$ cat config.mk
export PLATFORM = sky130hd
export DESIGN_NAME = axi_lite_cmd_master
export DESIGN_NICKNAME = d
export VERILOG_FILES = /design/src/rtl/axi_lite_cmd_master.sv
export SDC_FILE = /design/constraint.sdc
export NUM_CORES = 1
export LEC_CHECK = 0
export BUFFER_PORTS_ARGS = -buffer_cell sky130_fd_sc_hd__buf_4
export CORE_ASPECT_RATIO = 0.6
export CORE_MARGIN = 5
export CORE_UTILIZATION = 45
export CTS_CLUSTER_DIAMETER = 200
export DETAILED_ROUTE_END_ITERATION = 6
export GPL_ROUTABILITY_DRIVEN = 0
export GPL_TIMING_DRIVEN = 1
export PLACE_DENSITY_LB_ADDON = 0.25
export REMOVE_ABC_BUFFERS = 1
export SLEW_MARGIN = 10
export SYNTH_ARGS = -nofsm -noshare
export SYNTH_HDL_FRONTEND = slang
export SYNTH_SLANG_ARGS = --single-unit
$ cat constraint.sdc
create_clock -name ACLK -period 5.2 [get_ports ACLK]
set_input_delay 0.52 -clock ACLK [delete_from_list [all_inputs] [get_ports ACLK]]
set_output_delay 0.52 -clock ACLK [all_outputs]
set_load 0.1 [all_outputs]
$ cat src/rtl/axi_lite_cmd_master.sv
// axi_lite_cmd_master
//   Converts a simple valid/ready command port into single AXI4-Lite
//   transactions. Only one transaction is outstanding at any time.
//   A write drives AW and W together and waits for B. A read drives AR
//   and waits for R. Completion is reported as a one-cycle rsp_valid pulse.
//
// Ports
//   ACLK, ARESETn                 clock, asynchronous active-low reset
//   cmd_valid/cmd_ready           command handshake (cmd_ready high only in IDLE)
//   cmd_we, cmd_addr, cmd_wdata   command payload (wdata ignored for reads)
//   rsp_valid, rsp_rdata, rsp_err completion pulse, read data (0 on writes),
//                                 and RESP[1] (SLVERR/DECERR)
//   AW*/W*/B*/AR*/R*              AXI4-Lite master channels
module axi_lite_cmd_master #(
    parameter int ADDR_W = 32,
    parameter int DATA_W = 32
) (
    input  logic                ACLK,
    input  logic                ARESETn,
    // command / response port
    input  logic                cmd_valid,
    output logic                cmd_ready,
    input  logic                cmd_we,
    input  logic [ADDR_W-1:0]   cmd_addr,
    input  logic [DATA_W-1:0]   cmd_wdata,
    output logic                rsp_valid,
    output logic [DATA_W-1:0]   rsp_rdata,
    output logic                rsp_err,
    // write address
    output logic [ADDR_W-1:0]   AWADDR,
    output logic                AWVALID,
    input  logic                AWREADY,
    // write data
    output logic [DATA_W-1:0]   WDATA,
    output logic [DATA_W/8-1:0] WSTRB,
    output logic                WVALID,
    input  logic                WREADY,
    // write response
    input  logic [1:0]          BRESP,
    input  logic                BVALID,
    output logic                BREADY,
    // read address
    output logic [ADDR_W-1:0]   ARADDR,
    output logic                ARVALID,
    input  logic                ARREADY,
    // read data
    input  logic [DATA_W-1:0]   RDATA,
    input  logic [1:0]          RRESP,
    input  logic                RVALID,
    output logic                RREADY
);

    typedef enum logic [2:0] {IDLE, WREQ, WRSP, RREQ, RRSP} state_t;

    state_t state;
    logic   aw_done;   // AW handshake already completed for this write
    logic   w_done;    // W handshake already completed for this write
    logic   aw_fire;
    logic   w_fire;
    logic   unused_resp_lsb;

    // Full-word writes only.
    assign WSTRB   = '1;

    // Only RESP[1] distinguishes error from OKAY/EXOKAY.
    assign unused_resp_lsb = BRESP[0] ^ RRESP[0];

    // Handshake detection uses the registered VALIDs; no VALID ever
    // depends on a READY in the same cycle.
    assign aw_fire = AWVALID & AWREADY;
    assign w_fire  = WVALID & WREADY;

    always_ff @(posedge ACLK or negedge ARESETn) begin
        if (!ARESETn) begin
            state     <= IDLE;
            cmd_ready <= 1'b1;
            rsp_valid <= 1'b0;
            rsp_rdata <= '0;
            rsp_err   <= 1'b0;
            AWADDR    <= '0;
            AWVALID   <= 1'b0;
            WDATA     <= '0;
            WVALID    <= 1'b0;
            BREADY    <= 1'b0;
            ARADDR    <= '0;
            ARVALID   <= 1'b0;
            RREADY    <= 1'b0;
            aw_done   <= 1'b0;
            w_done    <= 1'b0;
        end else begin
            // Response outputs are a single-cycle pulse; zero otherwise.
            rsp_valid <= 1'b0;
            rsp_rdata <= '0;
            rsp_err   <= 1'b0;

            case (state)
                IDLE: begin
                    if (cmd_valid && cmd_ready) begin
                        cmd_ready <= 1'b0;
                        if (cmd_we) begin
                            state   <= WREQ;
                            AWADDR  <= cmd_addr;
                            WDATA   <= cmd_wdata;
                            AWVALID <= 1'b1;
                            WVALID  <= 1'b1;
                            aw_done <= 1'b0;
                            w_done  <= 1'b0;
                        end else begin
                            state   <= RREQ;
                            ARADDR  <= cmd_addr;
                            ARVALID <= 1'b1;
                        end
                    end
                end

                WREQ: begin
                    // AW and W retire independently; payload registers are
                    // untouched here so they stay stable while VALID is up.
                    if (aw_fire) begin
                        AWVALID <= 1'b0;
                        aw_done <= 1'b1;
                    end
                    if (w_fire) begin
                        WVALID <= 1'b0;
                        w_done <= 1'b1;
                    end
                    // Include this cycle's handshakes so a same-cycle
                    // completion reaches WRSP on the very next cycle.
                    if ((aw_done || aw_fire) && (w_done || w_fire)) begin
                        state  <= WRSP;
                        BREADY <= 1'b1;
                    end
                end

                WRSP: begin
                    if (BVALID) begin
                        state     <= IDLE;
                        BREADY    <= 1'b0;
                        cmd_ready <= 1'b1;
                        rsp_valid <= 1'b1;
                        rsp_err   <= BRESP[1];
                    end
                end

                RREQ: begin
                    if (ARREADY) begin
                        state   <= RRSP;
                        ARVALID <= 1'b0;
                        RREADY  <= 1'b1;
                    end
                end

                RRSP: begin
                    if (RVALID) begin
                        state     <= IDLE;
                        RREADY    <= 1'b0;
                        cmd_ready <= 1'b1;
                        rsp_valid <= 1'b1;
                        rsp_rdata <= RDATA;
                        rsp_err   <= RRESP[1];
                    end
                end

                default: begin
                    state     <= IDLE;
                    cmd_ready <= 1'b1;
                end
            endcase
        end
    end

endmodule

==> results of run 1 <==
[cells in the final DEF (no fill, tap or decap), types with 3 or more instances in the layout]
cell type / n
clkbuf_16: 17
dfrtp_1: 140
nand2_1: 3
mux2_2: 81
inv_1: 5
a21oi_1: 5
and2_1: 32
clkinv_4: 5
a21o_1: 3
bufinv_16: 5
conb_1: 4
mux2_4: 16
o21ai_0: 4
buf_4: 244
[worst paths after layout]
path	start	to	slack (ns)	cells after the start
min	ARESETn	WDATA[21]$_DFFE_PN0P_	0.12	1
max	state[1]$_DFFE_PN0P_	ARADDR[3]$_DFFE_PN0P_	2.91	3
max in group asynchronous	ARESETn	ARADDR[24]$_DFFE_PN0P_	3.74	2
min in group ACLK	RDATA[13]	rsp_rdata[13]$_DFF_PN0_	0.32	2
max reg2reg	state[1]$_DFFE_PN0P_	ARADDR[3]$_DFFE_PN0P_	2.91	3
min reg2reg	w_done$_DFFE_PN0P_	w_done$_DFFE_PN0P_	0.48	1
[worst reg2reg max path: cells and delay by family, from the launching register on]
kind	cells	cell delay [ns]
and+or+nand+nor	1	0.75
DFF	1	0.56
buffers and inverters	1	0.46
muxes	1	0.40
[kinds of logic after synthesis]
| kind of cell | share of synthesized area, % |
|---|---|
| multiplexers | 21.7 |
| AND/OR/NAND/NOR | 6.35 |
| flip-flops | 66.5 |
| other | 0.0707 |
| AO/OA/AOI/OAI | 2.52 |
| buffers and inverters | 2.78 |
[registers in the layout (all words and copies together) (netlist names)]
name       cells
ARADDR        32
ARVALID        1
AWADDR        32
AWVALID        1
BREADY         1
RREADY         1
WDATA         32
WVALID         1
aw_done        1
cmd_ready      1
rsp_err        1
rsp_rdata     32
rsp_valid      1
state          3
w_done         1
[metrics by stage]
step,instances,util [%]
after floorplan,318,-
after global placement,723,63.5
after detailed placement,723,63.5
after CTS,755,69.2
after global routing,755,69.2
final,755,69.2
[layout make-up]
| type | instances | share of cell area [%] |
|---|---|---|
| sequential | 141 | 44.7 |
| timing repair buffer | 245 | 23.4 |
| multi-input combinational | 172 | 20.9 |
| clock buffer | 19 | 5.49 |
| clock inverter | 13 | 2.73 |
| tap | 160 | 2.54 |
| inverter | 5 | 0.238 |
[metal layers]
metal	up-vias	GRT usage (%)
li1	1643	-
met1	1771	23.7
met2	143	31.9
met3	8	9.21
met4	0	5.02
met5	-	0
==> reports/qor.csv, run 1 <==
stage,metric,value,unit
outcome,status,completed,
sta,maxSlewHeadroom,30.3,%
final_layout,multiInputGateArea,1650,sq um
sta,skew,0.00671,ns
drt,wl_met2,6.66,mm
drt,antenna_left,0,
sta,fmax,437,MHz
final_layout,syn2layout_area_growth,48.8,%
worst_setup_path,critPathMaxStageDelay,0.75,ns
worst_setup_path,crit_chain,"nor4_4, buf_4, mux2_2",
logic_synthesis,ys_warn_count,0,
final_layout,n_antenna_cell,0,
drt,m1WireLength,5.45,mm
sta,rsz0062_at_grt,false,
sta,finalSetupTns,0,ns
sta,layout_setup_ws,2.91,ns
sta,hold_viol_final,0,
final_layout,final_nets,691,
worst_setup_path,critPathArrivalTime,2.57,ns
clocking,clock_sinks,141,
logic_synthesis,post_synth_inst_count,335,
placed_design,port_buffers,242,
logic_synthesis,synth.most_common_cell,dfrtp_1,
worst_setup_path,crit_required,5.48,ns
global_routing,grt_remaining_overflow,0,
logic_synthesis,yosysSeqAreaShare,66.5,%
logic_synthesis,yosys-top-cells-count,"dfrtp_1 (140), mux2_2 (81), and2_1 (32)",
drt,drt_iter0_markers,103,
floorplanning,rows,30,
logic_synthesis,synth_top_cell_by_area,dfrtp_1,
sta,tightest_slew,1.05,ns
sta,finalHoldWorstSlack,0.124,ns
drt,dr.pass1.iters,4,
drt,drc_errors,0,
clocking,clk_latency,0.40,ns
worst_setup_path,cp_max_fo,25,
clocking,clockRootBuffer,clkbuf_16,
logic_synthesis,synth_edf_count,0,
floorplanning,die_height,94.1,um
clocking,cts_htree_levels,4,
drt,routed_wl,13.6,mm
logic_synthesis,synthDistinctLibCells,33,
logic_synthesis,synthesis.area,5300,sq um
floorplanning,dieArea,14100,sq um
worst_setup_path,worstSetupPathType,flip-flop to flip-flop,
worst_setup_path,cpLargestDelayFamily,simple AND/OR/NAND/NOR gates,
worst_setup_path,cp.buffers_inverters,1,
worst_setup_path,cp_slowest_cell,nor4_4,
run,drv_cap,0,
global_routing,grt_use_total,19.6,%
worst_setup_path,cp-start-kind,flip-flop,
clocking,clk_pin_slew_worst_paths,0.06,ns
floorplanning,core_area,11400,sq um
drt,via_per_inst,4.72,
drt,route.met3.wl,1.46,mm
placed_design,placed_area,7240,sq um
logic_synthesis,ys_seq_elements,141,
sta,slew_viol_final,0,
logic_synthesis,synth.area.top_cells,"dfrtp_1 (66%), mux2_2 (17%), mux2_4 (4.5%)",
global_routing,grt_pass1_wl,21.3,mm
clocking,cts_tree,built,
clocking,clk_path_buf_depth,2,
final_layout,regArea,3530,sq um
placed_design,dpl.hpwl,9.98,mm
sta,fin_crit_sh,44.0,%
final_layout,fillers,847,
drt,wire_per_inst,18.1,um
final_layout,stdcell_area,7890,sq um
floorplanning,io_pins,249,
placed_design,pre_cts_ws,2.91,ns
logic_synthesis,syn_area_per_cell,15.8,sq um
floorplanning,die_x,150,um
logic_synthesis,async_flop_share,100,%
clocking,cts_buffers,17,
global_routing,grt_pass1_vias,3905,
floorplanning,start_util,46.5,%
drt,routed.top_layer,met4,
clocking,cts_resized,0,
clocking,postCtsSetupRepairBufs,0,
global_routing,antenna_found_initial,0,
logic_synthesis,synth_top_area_share,66.1,%
final_layout,drive_gt1_share,63.4,%
logic_synthesis,synth_ff_type,dfrtp_1,
global_routing,grt_start_max_net_pins,79,
clocking,hold_buffers,0,
sta,period_minus_slack,2.29,ns
worst_hold_path,hp-class,input pin to asynchronous set/reset pin,
drt,vias,3565,
worst_setup_path,crit_path_end_kind,flip-flop,
sta,setup_viol,0,
Power of run 1 is not shown: default switching activity piles up to over one toggle a cycle in this logic, so the estimate is an artifact.
==> inputs of run 2 (changes only) <==
--- a/config.mk
+++ b/config.mk
@@ -5,10 +5,11 @@
 export SDC_FILE = /design/constraint.sdc
 export NUM_CORES = 1
 export LEC_CHECK = 0
+export ABC_AREA = 1
 export BUFFER_PORTS_ARGS = -buffer_cell sky130_fd_sc_hd__buf_4
 export CORE_ASPECT_RATIO = 0.6
 export CORE_MARGIN = 5
-export CORE_UTILIZATION = 45
+export CORE_UTILIZATION = 42
 export CTS_CLUSTER_DIAMETER = 200
 export DETAILED_ROUTE_END_ITERATION = 6
 export GPL_ROUTABILITY_DRIVEN = 0
==> constraint.sdc (replaced) <==
create_clock -name ACLK -period 1.9 [get_ports ACLK]
set_input_delay 0.19 -clock ACLK [delete_from_list [all_inputs] [get_ports ACLK]]
set_output_delay 0.19 -clock ACLK [all_outputs]
set_load 0.1 [all_outputs]
==> run 2 against run 1 <==
Routed wire length grew 30%. Hold slack got worse by 0.11 ns. Utilization shrank 0.40 points. Worst setup slack got worse by 2.6 ns. Highest routed layer unchanged. Die area up 8.5%. Clock-buffer cell count up 1. Global-route usage is 3.9 points higher. Register-to-register slack got worse by 2.6 ns. Design area is 11% higher. Non-clock buffer count is 86 higher. Sequential share of layout area shrank 4.4 points. Synthesized area is 2.0% higher.
==> reports/qor.csv, run 2 <==
stage,metric,value,unit
outcome,status,completed,
final_layout,syn2layout_area_growth,61.8,%
clocking,clock_sinks,141,
clocking,clk_pin_slew_worst_paths,0.06,ns
worst_setup_path,cpMostUsedCell,nand2_1,
worst_setup_path,crit_required,2.24,ns
final_layout,n_antenna_cell,0,
worst_setup_path,r2r_slack,0.26,ns
final_layout,layout_common_cells,"nand2_1 (311), buf_4 (256), dfrtp_1 (140), dlygate4sd3_1 (71), nand3_1 (38)",
sta,period_minus_slack,1.64,ns
worst_setup_path,cp_slowest_cell,dfstp_2,
floorplanning,die_x,157,um
logic_synthesis,synth_top_cell_by_area,dfrtp_1,
logic_synthesis,synth_edf_count,0,
floorplanning,die_height,97.9,um
final_layout,multiInputGateArea,1630,sq um
sta,fmax,611,MHz
final_layout,fillers,973,
placed_design,port_buffers,242,
worst_setup_path,cp.buffers_inverters,2,
global_routing,grt_pass1_vias,5394,
worst_setup_path,critPathArrivalTime,1.98,ns
logic_synthesis,synth.most_common_cell,nand2_1,
run,drv_cap,0,
global_routing,grt_pass1_wl,28.5,mm
logic_synthesis,synthesis.area,5410,sq um
drt,drt_iter0_markers,305,
global_routing,grt_remaining_overflow,0,
worst_setup_path,crit_start,cmd_ready$_DFFE_PN1P_,
logic_synthesis,syn_area_per_cell,9.14,sq um
logic_synthesis,synthDistinctLibCells,22,
floorplanning,dieArea,15300,sq um
final_layout,post-route-util,68.8,%
drt,drc_errors,0,
logic_synthesis,synth_top_family_by_area,simple AND/OR/NAND/NOR gates,
floorplanning,core_area,12700,sq um
clocking,cts_buffers,17,
logic_synthesis,ys_warn_count,0,
worst_setup_path,cpLargestDelayFamily,flip-flops,
final_layout,mostFrequentLayoutCell,nand2_1,
worst_setup_path,crit_chain,"nand2_1, inv_1, nand2_1, nor2_4, buf_4, nand2_1, nand2_1",
worst_setup_path,crit_path_end_kind,flip-flop,
drt,antenna_left,0,
clocking,cts_tree,built,
worst_setup_path,endpoint,WDATA[8]$_DFFE_PN0P_,
drt,wire_per_inst,16.2,um
final_layout,final_nets,1020,
final_layout,regArea,3530,sq um
worst_setup_path,r2r-start,cmd_ready$_DFFE_PN1P_,
logic_synthesis,post_synth_inst_count,592,
sta,hold_viol_final,0,
worst_setup_path,cp-start-kind,flip-flop,
logic_synthesis,synth_top_area_share,64.8,%
floorplanning,rows,32,
logic_synthesis,yosys.area_share.simple,28.4,%
clocking,clk_latency,0.40,ns
global_routing,grt_start_max_net_pins,61,
floorplanning,start_util,42.5,%
sta,rsz0062_at_grt,false,
global_routing,antenna_found_initial,0,
drt,via_per_inst,4.73,
drt,routed_wl,17.7,mm
logic_synthesis,ys_seq_elements,141,
sta,slew_viol_final,0,
sta,fin_crit_sh,86.2,%
final_layout,drive_gt1_share,32.3,%
worst_setup_path,cp_max_fo,39,
sta,maxSlewHeadroom,61.6,%
logic_synthesis,synth_ff_type,dfrtp_1,
clocking,cts_htree_levels,4,
worst_hold_path,hp-class,input pin to flip-flop,
worst_setup_path,r2r_end,WDATA[8]$_DFFE_PN0P_,
logic_synthesis,synth_fa_ha_area_share,0,%
sta,setup_viol,0,
logic_synthesis,synth_xor_area_share,0,%
sta,finalSetupTns,0,ns
worst_setup_path,worstSetupPathType,flip-flop to flip-flop,
clocking,postCtsSetupRepairBufs,0,
logic_synthesis,yosysSeqAreaShare,65.2,%
drt,dr.pass1.iters,5,
logic_synthesis,synth-compound-area-share,1.43,%
clocking,clockRootBuffer,clkbuf_16,
drt,vias,5174,
logic_synthesis,async_flop_share,100,%
logic_synthesis,synthMuxAreaShare,0,%
sta,tightest_slew,0.576,ns
worst_setup_path,critPathMaxStageDelay,0.54,ns
placed_design,dpl.hpwl,12.3,mm
clocking,clk_path_buf_depth,2,
worst_setup_path,ff2ff_path_depth,7,
worst_setup_path,cp.depth,7,
floorplanning,io_pins,249,
sta,skew,0.00748,ns
logic_synthesis,yosys-top-cells-count,"nand2_1 (311), dfrtp_1 (140), nand3_1 (38)",
global_routing,grt_use_total,23.5,%
logic_synthesis,synth.area.top_cells,"dfrtp_1 (65%), nand2_1 (22%), nand3_1 (3.5%)",
-- run 2: changes by cell type after synthesis, moves of 5 or more --
cell      previous run  this run
nand2_1              3       311
mux2_2              81         0
nand3_1              1        38
nor2_1               1        36
and2_1              32         0
mux2_4              16         0
clkbuf_1             5        11
inv_1                5        10
-- run 2: stage by stage --
stage | hold slack, ns | cells | setup WS, ns | cell area, sq um
final | 0.0184 | 1094 | 0.262 | 8750
after CTS | 0.000119 | 1094 | 0.318 | 8750
after floorplan | -0.106 | 561 | -1.36 | 5200
after detailed placement | 0.208 | 991 | 0.315 | 7410
after global routing | 0.00320 | 1094 | 0.147 | 8750
after global placement | 0.196 | 991 | 0.357 | 7410
-- run 2: kinds of logic (layout without fill, tap and decap cells) --
logic type             Yosys count  count (layout)
AO/OA/AOI/OAI                   13              13
buffers and inverters           47             376
flip-flops                     141             141
other                            1               4
AND/OR/NAND/NOR                390             390
-- run 2: final cells by class --
class	count	area share (%)
clock buffer	20	5.10
clock inverter	12	2.10
inverter	13	0.557
multi-input combinational	407	18.6
sequential	141	40.3
tap	170	2.43
timing repair buffer	331	30.9
-- run 2: timing repair --
| action | 4_1_cts | 5_1_grt |
|---|---|---|
| hold buffers | 71 | 0 |
| endpoints found under the hold margin | 124 | 0 |
| gates resized for setup | 0 | 0 |
-- run 2: worst min-delay path by stage --
stage	start	to	slack, ns	cells after the start
6_report	RDATA[4]	rsp_rdata[4]$_DFF_PN0_	0.02	3
5_1_grt	RDATA[15]	rsp_rdata[15]$_DFF_PN0_	0.003	3
4_1_cts	RDATA[16]	rsp_rdata[16]$_DFF_PN0_	0.0001	3
3_5_place_dp	ARESETn	rsp_rdata[12]$_DFF_PN0_	0.21	1
3_3_place_gp	ARESETn	rsp_rdata[9]$_DFF_PN0_	0.20	1
2_1_floorplan	ARESETn	ARADDR[0]$_DFFE_PN0P_	-0.11	0
-- run 2: routing by layer --
metal,wire length (um),vias to the layer above,share of wire (%),track usage (%)
met3,1660,23,9.4,7.97
met4,242,0,1.4,7.00
li1,-,2444,-,-
met2,8720,234,49,38.9
met5,0,-,0,0
met1,7120,2473,40,29.4
-- run 2: worst register-to-register path, stage by stage, from the launching register on --
cell     delay (ns)
dfstp_2        0.54
nand2_1        0.09
inv_1          0.06
nand2_1        0.08
nor2_4         0.11
buf_4          0.40
nand2_1        0.17
nand2_1        0.12
Power of run 2 is left out for the same reason.
==> inputs of run 3 (changes only) <==
--- a/config.mk
+++ b/config.mk
@@ -15,6 +15,7 @@
 export GPL_ROUTABILITY_DRIVEN = 0
 export GPL_TIMING_DRIVEN = 1
 export PLACE_DENSITY_LB_ADDON = 0.25
+export RECOVER_POWER = 25
 export REMOVE_ABC_BUFFERS = 1
 export SLEW_MARGIN = 10
 export SYNTH_ARGS = -nofsm -noshare
==> run 3 against run 2 <==
Flip-flop and latch count unchanged. Hold slack improved by 0.0016 ns. Register-to-register slack about the same. Routed wire length barely moved. Global-route usage unchanged. Cell count is the same. Sequential share of layout area is 0.11 points higher. First-iteration DRC count is 4.9% higher. Via count about the same. Worst setup slack better by 0.0018 ns. Largest cell class unchanged. Highest routed layer unchanged.
==> reports/qor.csv, run 3 (synthesis results as in run 2) <==
stage,metric,value,unit
sta,fmax,611,MHz
global_routing,grt_use_total,23.5,%
sta,tightest_slew,0.849,ns
clocking,clk_latency,0.40,ns
final_layout,n_antenna_cell,0,
sta,rsz0062_at_grt,false,
worst_setup_path,cp_max_fo,39,
floorplanning,core_area,12700,sq um
final_layout,fillers,972,
sta,period_minus_slack,1.64,ns
sta,maxSlewHeadroom,43.4,%
sta,skew,0.00688,ns
floorplanning,rows,32,
sta,hold_viol_final,0,
final_layout,final_nets,1020,
clocking,clk_path_buf_depth,2,
clocking,clk_pin_slew_worst_paths,0.06,ns
worst_setup_path,critPathMaxStageDelay,0.54,ns
global_routing,grt_pass1_wl,28.5,mm
placed_design,pre_cts_ws,0.315,ns
drt,antenna_left,0,
placed_design,dpl.hpwl,12.3,mm
global_routing,grt_remaining_overflow,0,
drt,drc_errors,0,
drt,drt_iter0_markers,320,
worst_hold_path,hp-class,input pin to flip-flop,
clocking,cts_tree,built,
global_routing,grt_start_max_net_pins,61,
drt,wire_per_inst,16.2,um
worst_setup_path,cp-start-kind,flip-flop,
clocking,postCtsSetupRepairBufs,0,
clocking,clockRootBuffer,clkbuf_16,
sta,slew_viol_final,0,
drt,dr.pass1.iters,5,
floorplanning,die_height,97.9,um
outcome,status,completed,
sta,setup_viol,0,
placed_design,port_buffers,242,
worst_setup_path,worstSetupPathType,flip-flop to flip-flop,
worst_setup_path,critPathArrivalTime,1.97,ns
floorplanning,io_pins,249,
floorplanning,start_util,42.5,%
global_routing,antenna_found_initial,0,
clocking,clock_sinks,141,
floorplanning,dieArea,15300,sq um
worst_setup_path,crit_chain,"nand2_1, inv_1, nand2_1, nor2_4, buf_4, nand2_1, nand2_1",
drt,via_per_inst,4.73,
final_layout,mostFrequentLayoutCell,nand2_1,
floorplanning,die_x,157,um
drt,routed_wl,17.8,mm
global_routing,grt_pass1_vias,5394,
clocking,cts_buffers,17,
worst_setup_path,cpMostUsedCell,nand2_1,
clocking,cts_htree_levels,4,
run,drv_cap,0,
sta,fin_crit_sh,86.1,%
worst_setup_path,crit_required,2.24,ns
final_layout,drive_gt1_share,32.0,%
final_layout,syn2layout_area_growth,61.4,%
sta,layout_setup_ws,0.264,ns
worst_setup_path,crit_path_end_kind,flip-flop,
drt,vias,5175,
final_layout,layout_common_cells,"nand2_1 (311), buf_4 (254), dfrtp_1 (140), dlygate4sd3_1 (71), nand3_1 (38)",
final_layout,post-route-util,68.6,%
worst_setup_path,cp_slowest_cell,dfstp_2,
run 3: cell count changes in the layout (fill, tap and decap cells not counted):
cell | before | now
buf_12 | 3 | 2
buf_4 | 256 | 254
buf_6 | 1 | 0
clkbuf_1 | 2 | 4
clkbuf_4 | 0 | 2
run 3: area by class of cell:
cell class	count	area, sq um	share of cell area (%)
Sequential cell	141	3530	40.4
Timing Repair Buffer	331	2680	30.7
Multi-Input combinational cell	407	1630	18.7
Clock buffer	20	447	5.12
Tap cell	170	213	2.44
Clock inverter	12	184	2.11
Inverter	13	48.8	0.559
run 3: worst paths after layout:
path	startpoint	to	slack (ns)	cells after the start
max	cmd_ready$_DFFE_PN1P_	WDATA[8]$_DFFE_PN0P_	0.26	7
min	RDATA[4]	rsp_rdata[4]$_DFF_PN0_	0.02	3
max reg2reg	cmd_ready$_DFFE_PN1P_	WDATA[8]$_DFFE_PN0P_	0.26	7
min reg2reg	ARADDR[30]$_DFFE_PN0P_	ARADDR[30]$_DFFE_PN0P_	0.47	2
max in group asynchronous	ARESETn	ARADDR[10]$_DFFE_PN0P_	0.39	3
min in group asynchronous	ARESETn	rsp_rdata[5]$_DFF_PN0_	0.48	2
run 3: per-layer routing:
| layer | vias up | routed length (um) | global-route usage [%] |
|---|---|---|---|
| met3 | 21 | 1640 | 7.97 |
| met1 | 2479 | 7160 | 29.4 |
| met4 | 0 | 230 | 7.00 |
| li1 | 2447 | - | - |
| met2 | 228 | 8720 | 38.9 |
| met5 | - | 0 | 0 |
run 3: repair_timing:
| item | CTS | global route |
|---|---|---|
| resized for setup | 0 | 0 |
| hold endpoints to repair | 124 | 0 |
| hold buffers | 71 | 0 |
run 3: per-stage QoR:
step           std cells  cell area (sq um)  hold WS (ns)  setup TNS [ns]
6_report            1094               8730        0.0200               0
5_1_grt             1094               8730       0.00320               0
4_1_cts             1094               8750      0.000119               0
3_5_place_dp         991               7410         0.208               0
3_3_place_gp         991               7410         0.196               0
2_1_floorplan        561               5200        -0.106          -99.81
run 3: critical path, delay by kind of cell, from the launching register on:
family	cells	cell delay, ns
buf+inv	2	0.46
flops	1	0.54
simple gates	5	0.54
Power of run 3 is left out for the same reason.
